--- config.mk ---
export PLATFORM = sky130hd
export DESIGN_NAME = pipe_skid_stage
export DESIGN_NICKNAME = d
export VERILOG_FILES = /design/src/rtl/pipe_skid_stage.sv
export SDC_FILE = /design/constraint.sdc
export NUM_CORES = 1
export LEC_CHECK = 0
export CAP_MARGIN = 20
export CORE_AREA = 8 8 99 146
export CTS_CLUSTER_DIAMETER = 150
export DETAILED_ROUTE_END_ITERATION = 10
export DIE_AREA = 0 0 107 154
export GPL_TIMING_DRIVEN = 0
export PLACE_DENSITY = 0.77
export REMOVE_ABC_BUFFERS = 1
export SLEW_MARGIN = 20
export SYNTH_ARGS = -nofsm -noshare
export SYNTH_HDL_FRONTEND = slang
export SYNTH_SLANG_ARGS = --single-unit
--- constraint.sdc ---
create_clock -name clk -period 10.9 [get_ports clk]
set_input_delay 1.09 -clock clk [delete_from_list [all_inputs] [get_ports clk]]
set_output_delay 1.09 -clock clk [all_outputs]
set_load 0.03 [all_outputs]
--- src/rtl/pipe_skid_stage.sv ---
// pipe_skid_stage: valid/ready pipeline register with a two-entry skid buffer and synchronous flush.
// All outputs decode directly from registers, so out_ready never reaches in_ready combinationally.
module pipe_skid_stage #(
    parameter int                DATA_W = 64,
    parameter logic [DATA_W-1:0] BUBBLE = '0
) (
    input  logic              clk,
    input  logic              rst,
    input  logic              flush,
    input  logic              in_valid,
    output logic              in_ready,
    input  logic [DATA_W-1:0] in_data,
    output logic              out_valid,
    input  logic              out_ready,
    output logic [DATA_W-1:0] out_data,
    output logic [1:0]        occupancy
);
    // bit0 is the main valid bit, bit1 the skid valid bit
    typedef enum logic [1:0] {EMPTY = 2'b00, ONE = 2'b01, FULL = 2'b11} state_e;

    state_e            state_q, state_d;
    logic [DATA_W-1:0] main_q, main_d, skid_q, skid_d;
    logic              accept, fire;

    assign out_valid = state_q[0];
    assign in_ready  = !state_q[1];
    assign occupancy = {1'b0, state_q[0]} + {1'b0, state_q[1]};
    assign out_data  = main_q;
    assign accept    = in_valid && in_ready;
    assign fire      = out_valid && out_ready;

    always_ff @(posedge clk or posedge rst) begin
        if (rst) begin
            state_q <= EMPTY;
            main_q  <= BUBBLE;
            skid_q  <= BUBBLE;
        end else begin
            state_q <= state_d;
            main_q  <= main_d;
            skid_q  <= skid_d;
        end
    end

    always_comb begin
        state_d = state_q;
        main_d  = main_q;
        skid_d  = skid_q;
        if (flush) begin
            state_d = EMPTY;
            main_d  = BUBBLE;
            skid_d  = BUBBLE;
        end else begin
            case (state_q)
                EMPTY: begin
                    state_d = accept ? ONE : EMPTY;
                    main_d  = accept ? in_data : main_q;
                end
                ONE: begin
                    if (accept && fire) begin
                        main_d = in_data;
                    end else if (accept) begin
                        state_d = FULL;
                        skid_d  = in_data;
                    end else if (fire) begin
                        state_d = EMPTY;
                        main_d  = BUBBLE;
                    end
                end
                FULL: begin
                    state_d = fire ? ONE : FULL;
                    main_d  = fire ? skid_q : main_q;
                    skid_d  = fire ? BUBBLE : skid_q;
                end
                default: begin
                    state_d = EMPTY;
                    main_d  = BUBBLE;
                    skid_d  = BUBBLE;
                end
            endcase
        end
    end
endmodule

* After elaboration in Yosys (flattened, before gate mapping)
Cells that the tools add are included.
** Word-level totals
- Output and inout port bits :: 68
- Memory bits (writable) :: 0
- Memories :: 0
- Bits in registers :: 130
- Bits in latches :: 0
- Bits in read-only memories :: 0
** Operators by class
- Shift operators :: 0
- Bitwise logic cells :: 0
- Order comparisons :: 0
- $mul :: 0
- Muxes and demuxes :: 17
- Eq/ne operators :: 10
- Reduce and logical (&&, ||, !) cells :: 8
- Divide/modulo/power cells :: 0
- Add/sub/neg operators :: 1
** Operators with widths (number)
- $mux W64 :: 8
- $pmux W64 S3 :: 2
- $ne A3 B3 Y1 const B :: 4
- $ne A4 B4 Y1 const B :: 3
- $mux W2 :: 5
- $reduce_and A4 Y1 :: 2
- $pmux W2 S3 :: 1
- $logic_and A1 B1 Y1 :: 3
- $add A1 B1 Y2 :: 1
- $eq A2 B1 Y1 const B :: 1
- $eq A2 B2 Y1 const B :: 1
- $logic_not A2 Y1 :: 1
- $ne A2 B2 Y1 const B :: 1
- $reduce_and A2 Y1 :: 1
- $logic_not A1 Y1 :: 1
- $mux W1 :: 1

* Logic depth before layout (Yosys ltp)
- Depth in word-level cells :: 6
- Mapped depth :: 8

* Worst setup path before layout
Ideal clock, no wire load.
- Path type :: reg2out
- Start point :: reg state_q[0]
- End point :: out occupancy[0]
- Data required time :: 9810 ps
- Slack :: 8688 ps
- Cell stages (with the launch flop) :: 3
- Arrival time :: 1122 ps
- Cell sequence :: dfrtp_1 -> inv_1 -> ha_1
** Between the ends
- Cells in the longest elaborated chain, start to end :: 1
** RTL lines
- from (decl) :: RTL line 21 : state_e state_q, state_d;
- from (signal assigned) :: RTL line 38 : state_q <= state_d;
- $add A1 B1 Y2 :: RTL line 27 : assign occupancy = {1'b0, state_q[0]} + {1'b0, state_q[1]};
- to (decl) :: RTL line 16 : output logic [1:0] occupancy
Every way passes these cells.

* Worst setup path after layout
- Start point :: reg state_q[0]
- End point :: out occupancy[1]
The elaborated chain is that of the path after synthesis.

==> results.yml <==
run_status:
  outcome: "complete, no violations"
routing:
  drc: 0
  vias: 4594
  first_iter_violations: 234
  wire_per_inst_um: 20.1
  vias_per_cell: 5.66
  ant_nets: 0
  dr.pass1.iters: 5
  routed_wl_um: 16300
clock_network:
  cts_resized: 0
  clockRootBuffer: "clkbuf_16"
  clk_path_buf_depth: 2
  cts.sinks: 130
  numCtsBuffers: 17
  clkTransAtPathRegs_ns: 0.06
  clock_latency_ns: 0.42
  ctsHoldBuffers: 0
  h-tree-depth: 4
  cts_setup_buffers: 0
  tritoncts: "built"
synthesis:
  netlist_top_cells_area: "dfrtp_1, mux2i_1, o2bb2ai_1"
  synth-edff-count: 0
  synth.avg_cell_area_um2: 11.3
  yosys.cell_count.top_type: "dfrtp_1"
  synthFlopType: "dfrtp_1"
  syn-cell-area_um2: 5890
  ys_top_cells_by_count: "dfrtp_1, inv_1, nand2_1"
  synthArstFlopShare_pct: 100
  ys_types: 23
  synth_cells: 519
  seq_area_frac_synth_pct: 55.3
  yosysWarningCount: 0
  synth.top_cell.area_share_pct: 55.3
  synth_top_cell_by_area: "dfrtp_1"
  synth-seq-cells: 130
worst_setup_path:
  slowest_delay_ns: 0.71
  r2r-start: "state_q[0]"
  cp_max_fo: 36
  cp_cell_sequence: "ha_4 > buf_12 > clkdlybuf4s50_1"
  cp-end-kind: "output port"
  start_kind: "flip-flop"
  r2r_end: "skid_q[47]"
  slowest_stage: "clkdlybuf4s50_1"
  setup.worst_path.start: "state_q[0]"
  r2r_cells: 6
  arrival_ns: 2.40
  r2r_slack_ns: 8.45
  crit_type: "flip-flop to output port"
  critPathRequiredTime_ns: 9.81
min_path:
  hold_depth: 1
  worstHoldPathType: "flip-flop to flip-flop"
  hold_path.startpoint: "out_data[50]"
  hold_end: "out_data[50]"
placed_design:
  placedCellCount: 780
  io_buffers: 136
  hpwl_um: 10700
  gp_congestion: 0.768
global_routing:
  gr-total-overflow: 0
  grt_pass1_wl_um: 27000
  grt_util_all_layers_pct: 20.6
  grt_pass1_vias: 4973
  antenna_found_initial: 0
  grt_max_degree: 71
final_layout:
  syn_to_final_growth_pct: 37.9
  final_cell_count_no_fill: 811
  insertedDiodeCount: 0
  fillers: 910
  drive_gt1_share_pct: 7.94
  num-nets-final: 716
die:
  design.core.area_um2: 12300
  die_w_um: 107
  ios: 137
  row_count: 50
  start_util_pct: 47.8
  dieArea_um2: 16500
  dieHeight_um: 154
power:
  vdd_drop_max_mv: 0.0871
  power_density_nw_per_um2: 169
  p_leak_nw: 3.49
sta:
  rsz0062_at_grt: "false"
  finClkSkew_ns: 0.00717
  setup_viol_count_final: 0
  setup_tns_ns: 0
  min_period_ns: 3.49
  slew_headroom_pct: 47.6
  fin_crit_sh_pct: 32.0
  tightest_slew_ns: 0.786
  slew_violations: 0
  hold_violations: 0
  fmax_ghz: 0.287
job:
  maxCapViolCount: 0
routing by layer:
layer | up-vias | GRT usage [%] | wire (um)
met5 | - | 0 | 0
met4 | 0 | 10.6 | 489
met3 | 34 | 3.64 | 675
met2 | 141 | 35.6 | 8780
met1 | 2355 | 23.7 | 6380
li1 | 2064 | - | -
flip-flops by register name, summed over array words and instances, names as in the netlist:
| name | count |
|---|---|
| out_data | 64 |
| skid_q | 64 |
| state_q | 2 |
critical path: cells and delay by family, from the launching register on:
kind / cells / cell delay (ns)
DFF: 1 / 0.49
buffers and inverters: 2 / 0.98
adders and majority gates: 1 / 0.49
power by group:
part / switching [mW] / internal [mW] / total, mW
sequential: 0.0187 / 0.512 / 0.530
combinational: 0.128 / 0.0996 / 0.227
clock: 0.216 / 0.395 / 0.611
total: 0.363 / 1.01 / 1.37
cell families after synthesis:
group                    after synthesis  share of synthesized area (%)
flip-flops                           130                           55.3
buffers and inverters                109                           8.97
multiplexers                          64                           10.9
adder cells (fa/ha/maj)                4                          0.850
AND/OR/NAND/NOR                       75                           5.27
AO/OA/AOI/OAI                        137                           18.7
cells in the final DEF (no fill, tap or decap), drive strengths merged, types with 4 or more instances in the layout:
master         synthesis  final
clkbuf                15     19
o2bb2ai               65     65
buf                   27     11
ha                     4      4
a22oi                 64     64
clkdlybuf4s50          0    136
clkinv                 0      4
bufinv                 0      4
dfrtp                130    130
nand2                 66     66
mux2i                 64     64
inv                   67     69
how the worst max path moves through the flow:
stage | depth (start not counted) | to | slack (ns)
after CTS | 3 | occupancy[1] | 7.41
after floorplan | 4 | skid_q[0] | 3.68
after detailed placement | 7 | skid_q[30] | 7.62
after global routing | 3 | occupancy[1] | 7.32
after global placement | 4 | skid_q[57] | 1.24
final | 3 | occupancy[1] | 7.41
area by class of cell:
type                       count  area [um2]  share of cell area [%]
sequential                   130        3250                    40.1
multi-input combinational    280        2150                    26.6
timing repair buffer         147        1620                    20.0
clock buffer                  19         453                    5.58
inverter                      67         256                    3.16
tap                          156         195                    2.41
clock inverter                12         180                    2.22
per-stage QoR:
step / power, mW / hold WS [ns] / util [%] / setup WS (ns) / cell area, um2
2_1_floorplan: 0.658 / 0.498 / - / 3.68 / 5610
3_3_place_gp: 0.756 / 0.471 / 58.1 / 1.24 / 7170
3_5_place_dp: 0.766 / 0.473 / 60.7 / 7.62 / 7480
4_1_cts: 1.38 / 0.491 / 65.8 / 7.41 / 8110
5_1_grt: 1.42 / 0.508 / 65.8 / 7.32 / 8110
6_report: 1.37 / 0.489 / 65.8 / 7.41 / 8110
Power figures use the tool's default switching activity.
